[config.mk]
export PLATFORM = sky130hd
export DESIGN_NAME = core_wb_flat
export DESIGN_NICKNAME = d
export VERILOG_FILES = /design/src/rtl/core_wb_pkg.sv /design/src/rtl/core_wb_if.sv /design/src/rtl/core_wb_load_ext.sv /design/src/rtl/core_wb.sv /design/src/flat_wrapper.sv
export SDC_FILE = /design/constraint.sdc
export NUM_CORES = 1
export LEC_CHECK = 0
export ABC_AREA = 0
export BUFFER_PORTS_ARGS = -buffer_cell sky130_fd_sc_hd__buf_4
export CAP_MARGIN = 10
export CORE_ASPECT_RATIO = 1.4
export CORE_MARGIN = 5
export CORE_UTILIZATION = 29
export CTS_BUF_LIST = sky130_fd_sc_hd__clkbuf_16
export CTS_CLUSTER_DIAMETER = 120
export DETAILED_ROUTE_END_ITERATION = 12
export PLACE_DENSITY = 0.54
export SYNTH_ARGS = -nofsm -noshare
export SYNTH_HDL_FRONTEND = slang
export SYNTH_SLANG_ARGS = --single-unit
[constraint.sdc]
create_clock -name clk -period 2.1 [get_ports clk]
set_input_delay 0.525 -clock clk [delete_from_list [all_inputs] [get_ports clk]]
set_output_delay 0.525 -clock clk [all_outputs]
set_load 0.005 [all_outputs]
[src/rtl/core_wb_pkg.sv]
// Shared types for the write-back stage: FSM state encoding and load funct3 codes.
package core_wb_pkg;

  typedef enum logic [1:0] {
    WbIdle     = 2'd0,
    WbWaitLoad = 2'd1,
    WbWrite    = 2'd2
  } wb_state_e;

  localparam logic [2:0] F3_LB  = 3'b000;
  localparam logic [2:0] F3_LH  = 3'b001;
  localparam logic [2:0] F3_LW  = 3'b010;
  localparam logic [2:0] F3_LBU = 3'b100;
  localparam logic [2:0] F3_LHU = 3'b101;

endpackage

[src/rtl/core_wb_if.sv]
// EX-result handshake and memory-response bus feeding the write-back stage.
interface core_wb_if #(
  parameter int XLEN       = 32,
  parameter int REG_ADDR_W = 5
);
  logic                  ex_valid_in;
  logic                  ex_ready_out;
  logic                  ex_we_in;
  logic [REG_ADDR_W-1:0] ex_rd_in;
  logic [XLEN-1:0]       ex_data_in;
  logic                  ex_is_load_in;
  logic [2:0]            ex_funct3_in;
  logic [1:0]            ex_addr_lo_in;
  logic                  mem_rvalid_in;
  logic [XLEN-1:0]       mem_rdata_in;

  modport master (
    output ex_valid_in, ex_we_in, ex_rd_in, ex_data_in, ex_is_load_in,
           ex_funct3_in, ex_addr_lo_in, mem_rvalid_in, mem_rdata_in,
    input  ex_ready_out
  );

  modport slave (
    input  ex_valid_in, ex_we_in, ex_rd_in, ex_data_in, ex_is_load_in,
           ex_funct3_in, ex_addr_lo_in, mem_rvalid_in, mem_rdata_in,
    output ex_ready_out
  );
endinterface

[src/rtl/core_wb_load_ext.sv]
// Combinational load-data extraction: picks byte/halfword by addr_lo and sign/zero extends.
module core_wb_load_ext
  import core_wb_pkg::*;
#(
  parameter int XLEN = 32
) (
  input  logic [XLEN-1:0] rdata,
  input  logic [2:0]      funct3,
  input  logic [1:0]      addr_lo,
  output logic [XLEN-1:0] data
);

  logic [7:0]  bytes [4];
  logic [7:0]  sel_byte;
  logic [15:0] sel_half;

  genvar gi;
  generate
    for (gi = 0; gi < 4; gi++) begin : g_byte
      assign bytes[gi] = rdata[gi*8 +: 8];
    end
  endgenerate

  assign sel_byte = bytes[addr_lo];
  // Halfword selection ignores addr_lo[0]; misaligned halves are not trapped here.
  assign sel_half = addr_lo[1] ? {bytes[3], bytes[2]} : {bytes[1], bytes[0]};

  always_comb begin
    data = rdata;
    case (funct3)
      F3_LB:   data = {{(XLEN-8){sel_byte[7]}}, sel_byte};
      F3_LBU:  data = {{(XLEN-8){1'b0}}, sel_byte};
      F3_LH:   data = {{(XLEN-16){sel_half[15]}}, sel_half};
      F3_LHU:  data = {{(XLEN-16){1'b0}}, sel_half};
      F3_LW:   data = rdata;
      default: data = rdata;
    endcase
  end

endmodule

[src/rtl/core_wb.sv]
// Write-back stage: registers EX results, waits for load data, drives the register-file port.
// Define CORE_WB_BYPASS_EN to mirror the write port onto the fwd_* outputs.
module core_wb
  import core_wb_pkg::*;
#(
  parameter int XLEN         = 32,
  parameter int REG_ADDR_W   = 5,
  parameter int LOAD_TIMEOUT = 16
) (
  input  logic                  clk,
  input  logic                  rst,
  core_wb_if.slave              bus,
  output logic                  we_out,
  output logic [REG_ADDR_W-1:0] write_addr_out,
  output logic [XLEN-1:0]       write_data_out,
  output logic                  load_pending_out,
  output logic [REG_ADDR_W-1:0] load_rd_out,
  output logic                  fwd_valid_out,
  output logic [REG_ADDR_W-1:0] fwd_addr_out,
  output logic [XLEN-1:0]       fwd_data_out,
  output logic                  err_out
);

  localparam int CNT_W = (LOAD_TIMEOUT > 1) ? $clog2(LOAD_TIMEOUT) : 1;

  wb_state_e             state_reg, state_next;
  logic [CNT_W-1:0]      cnt_reg, cnt_next;
  logic                  ld_we_reg, ld_we_next;
  logic [REG_ADDR_W-1:0] ld_rd_reg, ld_rd_next;
  logic [2:0]            ld_f3_reg, ld_f3_next;
  logic [1:0]            ld_lo_reg, ld_lo_next;
  logic                  we_reg, we_next;
  logic [REG_ADDR_W-1:0] addr_reg, addr_next;
  logic [XLEN-1:0]       data_reg, data_next;
  logic                  err_reg, err_next;
  logic [XLEN-1:0]       ext_data;
  logic                  ready;
  logic                  xfer;

  core_wb_load_ext #(.XLEN(XLEN)) u_load_ext (
    .rdata   (bus.mem_rdata_in),
    .funct3  (ld_f3_reg),
    .addr_lo (ld_lo_reg),
    .data    (ext_data)
  );

  assign ready            = (state_reg != WbWaitLoad);
  assign xfer             = bus.ex_valid_in & ready;
  assign bus.ex_ready_out = ready;

  always_comb begin
    state_next = state_reg;
    cnt_next   = cnt_reg;
    ld_we_next = ld_we_reg;
    ld_rd_next = ld_rd_reg;
    ld_f3_next = ld_f3_reg;
    ld_lo_next = ld_lo_reg;
    we_next    = 1'b0;
    addr_next  = '0;
    data_next  = '0;
    err_next   = 1'b0;
    case (state_reg)
      WbIdle, WbWrite: begin
        if (xfer && bus.ex_is_load_in) begin
          state_next = WbWaitLoad;
          cnt_next   = '0;
          ld_we_next = bus.ex_we_in;
          ld_rd_next = bus.ex_rd_in;
          ld_f3_next = bus.ex_funct3_in;
          ld_lo_next = bus.ex_addr_lo_in;
        end else if (xfer) begin
          state_next = WbWrite;
          we_next    = bus.ex_we_in & (bus.ex_rd_in != '0);
          addr_next  = bus.ex_rd_in;
          data_next  = bus.ex_data_in;
        end else begin
          state_next = WbIdle;
        end
      end
      WbWaitLoad: begin
        // A response arriving on the final counted cycle still completes the load.
        if (bus.mem_rvalid_in) begin
          state_next = WbWrite;
          cnt_next   = '0;
          we_next    = ld_we_reg & (ld_rd_reg != '0);
          addr_next  = ld_rd_reg;
          data_next  = ext_data;
        end else if (cnt_reg == CNT_W'(LOAD_TIMEOUT - 1)) begin
          state_next = WbIdle;
          cnt_next   = '0;
          err_next   = 1'b1;
        end else begin
          cnt_next = cnt_reg + CNT_W'(1);
        end
      end
      default: state_next = WbIdle;
    endcase
  end

  always_ff @(posedge clk or negedge rst) begin
    if (!rst) begin
      state_reg <= WbIdle;
      cnt_reg   <= '0;
      ld_we_reg <= 1'b0;
      ld_rd_reg <= '0;
      ld_f3_reg <= '0;
      ld_lo_reg <= '0;
      we_reg    <= 1'b0;
      addr_reg  <= '0;
      data_reg  <= '0;
      err_reg   <= 1'b0;
    end else begin
      state_reg <= state_next;
      cnt_reg   <= cnt_next;
      ld_we_reg <= ld_we_next;
      ld_rd_reg <= ld_rd_next;
      ld_f3_reg <= ld_f3_next;
      ld_lo_reg <= ld_lo_next;
      we_reg    <= we_next;
      addr_reg  <= addr_next;
      data_reg  <= data_next;
      err_reg   <= err_next;
    end
  end

  assign we_out           = we_reg;
  assign write_addr_out   = addr_reg;
  assign write_data_out   = data_reg;
  assign err_out          = err_reg;
  assign load_pending_out = (state_reg == WbWaitLoad);
  assign load_rd_out      = load_pending_out ? ld_rd_reg : '0;

`ifdef CORE_WB_BYPASS_EN
  assign fwd_valid_out = we_reg;
  assign fwd_addr_out  = addr_reg;
  assign fwd_data_out  = data_reg;
`else
  assign fwd_valid_out = 1'b0;
  assign fwd_addr_out  = '0;
  assign fwd_data_out  = '0;
`endif

endmodule

[src/flat_wrapper.sv]
// flat-port wrapper written by rule: the top's interface ports become plain ports
module core_wb_flat import core_wb_pkg::*;
#(
  parameter int XLEN         = 32,
  parameter int REG_ADDR_W   = 5,
  parameter int LOAD_TIMEOUT = 16
)
  (clk, rst, we_out, write_addr_out, write_data_out, load_pending_out, load_rd_out, fwd_valid_out, fwd_addr_out, fwd_data_out, err_out, bus_ex_valid_in, bus_ex_we_in, bus_ex_rd_in, bus_ex_data_in, bus_ex_is_load_in, bus_ex_funct3_in, bus_ex_addr_lo_in, bus_mem_rvalid_in, bus_mem_rdata_in, bus_ex_ready_out);
  core_wb_if #(.XLEN(XLEN), .REG_ADDR_W(REG_ADDR_W)) bus_i ();
  input  logic clk;
  input  logic rst;
  output logic we_out;
  output logic [REG_ADDR_W-1:0] write_addr_out;
  output logic [XLEN-1:0] write_data_out;
  output logic load_pending_out;
  output logic [REG_ADDR_W-1:0] load_rd_out;
  output logic fwd_valid_out;
  output logic [REG_ADDR_W-1:0] fwd_addr_out;
  output logic [XLEN-1:0] fwd_data_out;
  output logic err_out;
  input wire logic [$bits(bus_i.ex_valid_in)-1:0] bus_ex_valid_in;
  input wire logic [$bits(bus_i.ex_we_in)-1:0] bus_ex_we_in;
  input wire logic [$bits(bus_i.ex_rd_in)-1:0] bus_ex_rd_in;
  input wire logic [$bits(bus_i.ex_data_in)-1:0] bus_ex_data_in;
  input wire logic [$bits(bus_i.ex_is_load_in)-1:0] bus_ex_is_load_in;
  input wire logic [$bits(bus_i.ex_funct3_in)-1:0] bus_ex_funct3_in;
  input wire logic [$bits(bus_i.ex_addr_lo_in)-1:0] bus_ex_addr_lo_in;
  input wire logic [$bits(bus_i.mem_rvalid_in)-1:0] bus_mem_rvalid_in;
  input wire logic [$bits(bus_i.mem_rdata_in)-1:0] bus_mem_rdata_in;
  output wire logic [$bits(bus_i.ex_ready_out)-1:0] bus_ex_ready_out;
  assign bus_i.ex_valid_in = bus_ex_valid_in;
  assign bus_i.ex_we_in = bus_ex_we_in;
  assign bus_i.ex_rd_in = bus_ex_rd_in;
  assign bus_i.ex_data_in = bus_ex_data_in;
  assign bus_i.ex_is_load_in = bus_ex_is_load_in;
  assign bus_i.ex_funct3_in = bus_ex_funct3_in;
  assign bus_i.ex_addr_lo_in = bus_ex_addr_lo_in;
  assign bus_i.mem_rvalid_in = bus_mem_rvalid_in;
  assign bus_i.mem_rdata_in = bus_mem_rdata_in;
  assign bus_ex_ready_out = bus_i.ex_ready_out;
  core_wb #(.XLEN(XLEN), .REG_ADDR_W(REG_ADDR_W), .LOAD_TIMEOUT(LOAD_TIMEOUT)) u_core (.clk(clk), .rst(rst), .bus(bus_i), .we_out(we_out), .write_addr_out(write_addr_out), .write_data_out(write_data_out), .load_pending_out(load_pending_out), .load_rd_out(load_rd_out), .fwd_valid_out(fwd_valid_out), .fwd_addr_out(fwd_addr_out), .fwd_data_out(fwd_data_out), .err_out(err_out));
endmodule
==> run summary, run 1 <==
# H-tree levels -> 2
Total core area -> 10800 µm²
Most common cell in the netlist -> dfrtp_1
Global route overflow -> 0
Final GP Congestion -> 0.821
CP startpoint kind -> flop
Fmax -> 551 MHz
Fin crit share -> 86.5%
Vias in the first global route -> 2946
Flop2flop setup slack -> 0.36 ns
Starting Density -> 29.4%
Cell Rows -> 45
Synth Register Bits -> 56
Worst Hold Class -> in2async
Setup Fix Bufs, Post-CTS -> 0
GRT Util Overall -> 15.1%
Synth-to-layout area growth -> 34.4%
Endpoints failing hold -> 0
Req. time, crit path -> 1.57 ns
Post-synth EDFFs -> 0
End of the worst register-to-register path -> u_core.write_data_out[9]$_DFF_PN0_
Pwr Density -> 719 nW/µm²
Final Cell Area -> 4270 µm²
Crit path capture type -> output port
Tmin final -> 1.82 ns
Post-DP Area -> 4130 µm²
DP HPWL -> 7850 µm
Initial antenna violation count -> 0
Commonest cells in the netlist -> dfrtp_1 (56), buf_4 (39), a22oi_1 (18), mux2_2 (16), nor2_1 (14)
Root buf cell -> clkbuf_16
Setup TNS -> 0 ns
Nets@finish -> 518
Post-synthesis cell type count -> 45
1st-pass router iterations -> 4
Static Leak -> 2.15 nW
DRC viols -> 0
Largest register FFs -> 32
Die Wd -> 98.5 µm
I/O Buffers -> 125
Die Area -> 13200 µm²
Syn avg cell area -> 10.0 µm²
Worst Tran Pin Value -> 0.719 ns
First-pass GRT wire length -> 15700 µm
PostCTS Resize Cnt -> 0
Depth of the worst register-to-register path -> 4
Vias -> 2764
Via/cell ratio -> 4.77
Max-Cap Viols -> 0
Clock transition at the registers of the reported paths -> 0.07 ns
Crit Path Class -> reg2out
I/O pins -> 164
Crit-path max FO -> 9
Initial DRC Count -> 94
CTS tree -> built
Post-synth top flop -> dfrtp_1
Ant diodes -> 0
CTS Buffer Depth -> 2
Layout cells sized above 1 -> 37.7%
Worst EP arrival -> 1.29 ns
Pin count of the biggest net entering global routing -> 57
Slew headroom -> 52.1%
Layout Skew -> 0.00505 ns
Final Max Tran Viols -> 0
Sequential area share after synthesis -> 44.1%
R2R Path Start -> u_core.ld_lo_reg[0]$_DFFE_PN0P_
VDD IR max -> 0.264 mV
Wire per inst -> 17.5 µm
Cts bufs inserted -> 5
Antenna-violating nets left -> 0
Status -> complete, no violations
Setup Viol. Count Final -> 0
Top-area cell type share of the netlist area -> 44.1%
Async S/R FF share, synth -> 100%
Clock Sink Count -> 56
Clk_lat worst skew -> 0.29 ns
CTS Hold Bufs -> 0
Synth Warn # -> 0
Die height -> 134 µm
RSZ-0062 raised after global routing -> no
Cell taking the most area after synthesis -> dfrtp_1
Cells after Synth -> 317
Synth area leaders -> dfrtp_1 (44%), buf_4 (9.2%), mux2_2 (5.7%)
Final wirelength -> 10100 µm
Post-Syn Area -> 3180 µm²
[final cells by class]
| cell class | instances | area (µm²) |
|---|---|---|
| clock buffers | 5 | 125 |
| clock inverters | 3 | 15.0 |
| fillers | 1135 | 6540 |
| inverters | 11 | 46.3 |
| multi-input cells | 227 | 1480 |
| flip-flops and latches | 56 | 1400 |
| well taps | 141 | 176 |
| repair buffers | 136 | 1030 |
[per-stage QoR]
stage / setup slack [ns] / util, % / power (mW) / cells / hold slack (ns)
floorplan: 0.561 / - / 1.89 / 354 / 0.229
global placement: 0.269 / 38.2 / 2.28 / 571 / 0.489
detailed placement: 0.265 / 38.2 / 2.29 / 571 / 0.508
CTS: 0.244 / 39.5 / 3.13 / 579 / 0.317
global route: 0.166 / 39.5 / 3.27 / 579 / 0.355
finish: 0.284 / 39.5 / 3.07 / 579 / 0.293
[per-layer routing]
metal / global-route usage (%) / vias to the layer above / part of all wire [%]
li1: - / 1310 / -
met1: 16.8 / 1337 / 37
met2: 27.7 / 113 / 54
met3: 4.79 / 4 / 8.4
met4: 3.64 / 0 / 0.84
met5: 0 / - / 0
[placed cells by master (no fill, tap or decap), types with 2 or more instances in the layout]
cell and instances:
and3_1 2, nor2_1 14, o21ai_0 13, o22ai_1 8, mux2_2 16, a221oi_1 5, a22o_1 12, and2_1 6
nand2_1 13, a2111oi_0 3, nand2b_1 7, o21bai_1 2, buf_4 135, or4_1 2, nand3_1 3, o21ai_1 9
a32o_1 3, a21oi_1 12, nor2b_1 6, o221ai_1 4, a22oi_1 18, a2bb2oi_1 3, a211o_1 4, inv_1 11
clkbuf_16 5, mux2i_1 10, o211ai_1 2, conb_1 38, dfrtp_1 56
[critical path, stage by stage, from the launching register on]
cell and delay (ns):
dfrtp_1 0.41, nand2b_1 0.16, clkinv_4 0.12, and2_1 0.18, buf_4 0.13
[worst max path at each step]
stage | startpoint | endpoint
2_1_floorplan | bus_ex_valid_in | u_core.ld_f3_reg[0]$_DFFE_PN0P_
3_3_place_gp | bus_mem_rdata_in[15] | u_core.write_data_out[9]$_DFF_PN0_
3_5_place_dp | bus_mem_rdata_in[7] | u_core.write_data_out[9]$_DFF_PN0_
4_1_cts | u_core.state_reg[0]$_DFFE_PN0P_ | load_rd_out[2]
5_1_grt | u_core.state_reg[0]$_DFFE_PN0P_ | load_rd_out[2]
6_report | u_core.state_reg[0]$_DFFE_PN0P_ | load_rd_out[2]
[power by group]
group	leakage (nW)	internal, mW	switching [mW]
logic	1.35	0.476	0.456
clock network	0.0687	0.435	0.384
registers	0.734	1.20	0.122
[logic make-up (layout without fill, tap and decap cells)]
family	after synthesis	after routing	synth area share [%]
flip-flops	56	56	44.1
other	1	38	0.118
multiplexers	26	26	8.82
AND/OR/NAND/NOR	60	60	9.84
buffers and inverters	71	155	14.0
adder cells (fa/ha/maj)	1	1	0.393
AO/OA/AOI/OAI	101	101	22.5
XOR/XNOR	1	1	0.276
(Power assumes the default switching activity.)
==> run 2, diff against run 1 <==
--- a/config.mk
+++ b/config.mk
@@ -14,7 +14,8 @@
 export CTS_BUF_LIST = sky130_fd_sc_hd__clkbuf_16
 export CTS_CLUSTER_DIAMETER = 120
 export DETAILED_ROUTE_END_ITERATION = 12
-export PLACE_DENSITY = 0.54
+export PLACE_DENSITY = 0.55
 export SYNTH_ARGS = -nofsm -noshare
 export SYNTH_HDL_FRONTEND = slang
+export SYNTH_HIERARCHICAL = 1
 export SYNTH_SLANG_ARGS = --single-unit
==> run summary, run 2 <==
Most common cell after layout, fill and taps aside -> buf_4
I/O Buffers -> 125 (unchanged)
Critical path launch point -> u_core/state_reg[1]$_DFFE_PN0P_
Die Wd -> 97.0 µm (-1.5%)
Most frequent cells in the layout -> buf_4 (135), dfrtp_1 (56), nand2_1 (48)
Sequential share of power -> 40.9% (-2.2 points)
Worst EP arrival -> 1.33 ns (+0.04 ns)
VDD IR max -> 0.382 mV (+45%)
Static Leak -> 2.21 nW (+2.5%)
Depth of the worst register-to-register path -> 6 (+2)
Post-Layout Cell Count -> 559 (-3.5%)
Setup TNS -> 0 ns (unchanged)
Post-synthesis cell type count -> 40 (-11%)
Status -> complete, no violations
Post-synth EDFFs -> 0 (unchanged)
Synth Warn # -> 6 (+6)
Pin count of the biggest net entering global routing -> 57 (unchanged)
Antenna-violating nets left -> 0 (unchanged)
Wire per inst -> 16.4 µm (-6.3%)
Endpoints failing hold -> 0 (unchanged)
Clock Power Share -> 27.1% (+0.5 points)
Sw Share -> 30.9% (-0.36 points)
Net Switching -> 0.964 mW (+0.23%)
Commonest cells in the netlist -> dfrtp_1 (56), nand2_1 (48), buf_4 (41), a22o_1 (37), mux2_2 (16)
Synth Register Bits -> 56 (unchanged)
CP peak stage delay -> 0.40 ns (about the same)
Final GP Congestion -> 0.820 (about the same)
I/O pins -> 164 (unchanged)
1st-pass router iterations -> 4 (unchanged)
Cell Rows -> 44 (-2.2%)
Req. time, crit path -> 1.57 ns (about the same)
Sequential area share after synthesis -> 45.6% (+1.6 points)
Worst path buffer plus inverter count -> 2 (unchanged)
Cts bufs inserted -> 5 (unchanged)
Fin crit share -> 88.4% (+1.9 points)
Top-area cell type share of the netlist area -> 45.6% (+1.6 points)
# H-tree levels -> 2 (unchanged)
Global route overflow -> 0 (unchanged)
Die Area -> 12800 µm² (-3.1%)
Crit-path cells -> nand2b_1 > inv_1 > and2_1 > buf_4
Post-Syn Area -> 3070 µm² (-3.4%)
RSZ-0062 raised after global routing -> no
CTS Buffer Depth -> 2 (unchanged)
Cells after Synth -> 295 (-6.9%)
Most common cell in the netlist -> dfrtp_1
Clk_lat worst skew -> 0.30 ns (about the same)
Ant diodes -> 0 (unchanged)
Slew headroom -> 51.7% (-0.36 points)
Power Internal -> 2.15 mW (+1.9%)
Synth area leaders -> dfrtp_1 (46%), a22o_1 (11%), buf_4 (10%)
Initial DRC Count -> 112 (+19%)
Power share of the combinational group -> 32.0% (+1.7 points)
Largest register FFs -> 32 (unchanged)
Die height -> 132 µm (-1.6%)
R2R Path Start -> u_core/ld_lo_reg[0]$_DFFE_PN0P_
CTS Hold Bufs -> 0 (unchanged)
Fmax -> 539 MHz (-2.2%)
Async S/R FF share, synth -> 100% (unchanged)
DP HPWL -> 7270 µm (-7.4%)
Final Max Tran Viols -> 0 (unchanged)
Syn avg cell area -> 10.4 µm² (+3.8%)
Layout Skew -> 0.00922 ns (+0.00417 ns)
CP startpoint kind -> flop
Synth-to-layout area growth -> 36.5%
Crit-path max FO -> 7 (-2)
Power, Total -> 3.12 mW (+1.4%)
Pwr Density -> 744 nW/µm² (+3.4%)
Initial antenna violation count -> 0 (unchanged)
Clock Sink Count -> 56 (unchanged)
Crit path max-delay cell type -> dfrtp_1
Setup Fix Bufs, Post-CTS -> 0 (unchanged)
Cell taking the most area after synthesis -> dfrtp_1
CP delay by family, top -> flip-flops
Vias in the first global route -> 2698 (-8.4%)
Root buf cell -> clkbuf_16
Placed cells -> 551 (-3.5%)
PostCTS Resize Cnt -> 0 (unchanged)
Setup Viol. Count Final -> 0 (unchanged)
Final wirelength -> 9150 µm (-9.5%)
Max-Cap Viols -> 0 (unchanged)
Crit. path cell count -> 4 (unchanged)
End of the worst register-to-register path -> u_core/write_data_out[20]$_DFF_PN0_
Via/cell ratio -> 4.62 (-3.2%)
Crit path capture type -> output port
First-pass GRT wire length -> 14400 µm (-8.5%)
Nets@finish -> 501 (-3.3%)
Starting Density -> 29.7% (+0.26 points)
Tmin final -> 1.86 ns (+0.0401 ns)
Worst Hold Class -> in2async
DRC viols -> 0 (unchanged)
Flop2flop setup slack -> 0.32 ns (-0.04 ns)
Crit Path Class -> reg2out
CTS tree -> built
Vias -> 2582 (-6.6%)
GRT Util Overall -> 14.2% (-0.90 points)
Worst setup path endpoint -> load_rd_out[2]
Layout cells sized above 1 -> 40.4% (+2.7 points)
Total core area -> 10300 µm² (-4.3%)
Worst Tran Pin Value -> 0.724 ns (+0.00542 ns)
Post-synth top flop -> dfrtp_1
Clock transition at the registers of the reported paths -> 0.08 ns (about the same)
-- run 2: cell count changes in the layout (fill, tap and decap cells not counted), moves of 4 or more --
cell,change
a22oi_1,-10
nand2_1,+35
a22o_1,+25
a221oi_1,-5
nor2_1,-9
a21oi_1,-6
o21ai_1,-9
mux2i_1,-6
o221ai_1,-4
nand2b_1,-5
inv_1,-9
a211o_1,-4
o22ai_1,-8
-- run 2: worst min-delay path by stage --
stage	startpoint	end	slack, ns	cells after the start
4_1_cts	rst	u_core/write_data_out[7]$_DFF_PN0_	0.31	1
3_3_place_gp	u_core/cnt_reg[3]$_DFFE_PN0P_	u_core/cnt_reg[3]$_DFFE_PN0P_	0.48	1
3_5_place_dp	u_core/cnt_reg[3]$_DFFE_PN0P_	u_core/cnt_reg[3]$_DFFE_PN0P_	0.50	1
6_report	rst	u_core/write_data_out[7]$_DFF_PN0_	0.29	1
2_1_floorplan	rst	u_core/cnt_reg[0]$_DFFE_PN0P_	0.23	0
5_1_grt	rst	u_core/write_data_out[4]$_DFF_PN0_	0.35	1
-- run 2: kinds of logic after synthesis --
family	Yosys count	synth area share, %
AOI/OAI and AO/OA	72	18.4
xor gates and xnor gates	1	0.285
adders and majority gates	1	0.407
buffers and inverters	58	13.2
DFF	56	45.6
muxes	21	7.91
other	1	0.122
and+or+nand+nor	85	14.1
-- run 2: power by group through the flow --
stage               clock network, mW  logic, mW  registers, mW
finish                          0.846      0.996           1.28
global placement                    0      0.997           1.30
floorplan                           0      0.607           1.28
global route                    0.919       1.10           1.29
CTS                             0.874       1.01           1.28
detailed placement                  0       1.01           1.30
-- run 2: stage by stage --
stage	instance area (µm²)	utilization (%)	hold WS [ns]	worst slack [ns]
after floorplan	3210	-	0.229	0.181
after global placement	4050	39.1	0.483	0.0985
after detailed placement	4050	39.1	0.497	0.0829
after CTS	4190	40.5	0.312	0.235
after global routing	4190	40.5	0.346	0.157
final	4190	40.5	0.288	0.244
-- run 2: layer usage --
metal / global-route usage, % / part of all wire [%] / wire [µm]
met1: 15.7 / 37 / 3420
met3: 3.18 / 6.9 / 629
met4: 5.23 / 2.1 / 195
met5: 0 / 0 / 0
met2: 26.3 / 54 / 4910
-- run 2: area by class of cell --
class | count | area, µm²
clock buffers | 5 | 125
clock inverters | 3 | 21.3
fillers | 1077 | 6160
inverters | 2 | 7.51
multi-input cells | 218 | 1410
flip-flops and latches | 56 | 1400
well taps | 138 | 173
repair buffers | 137 | 1050
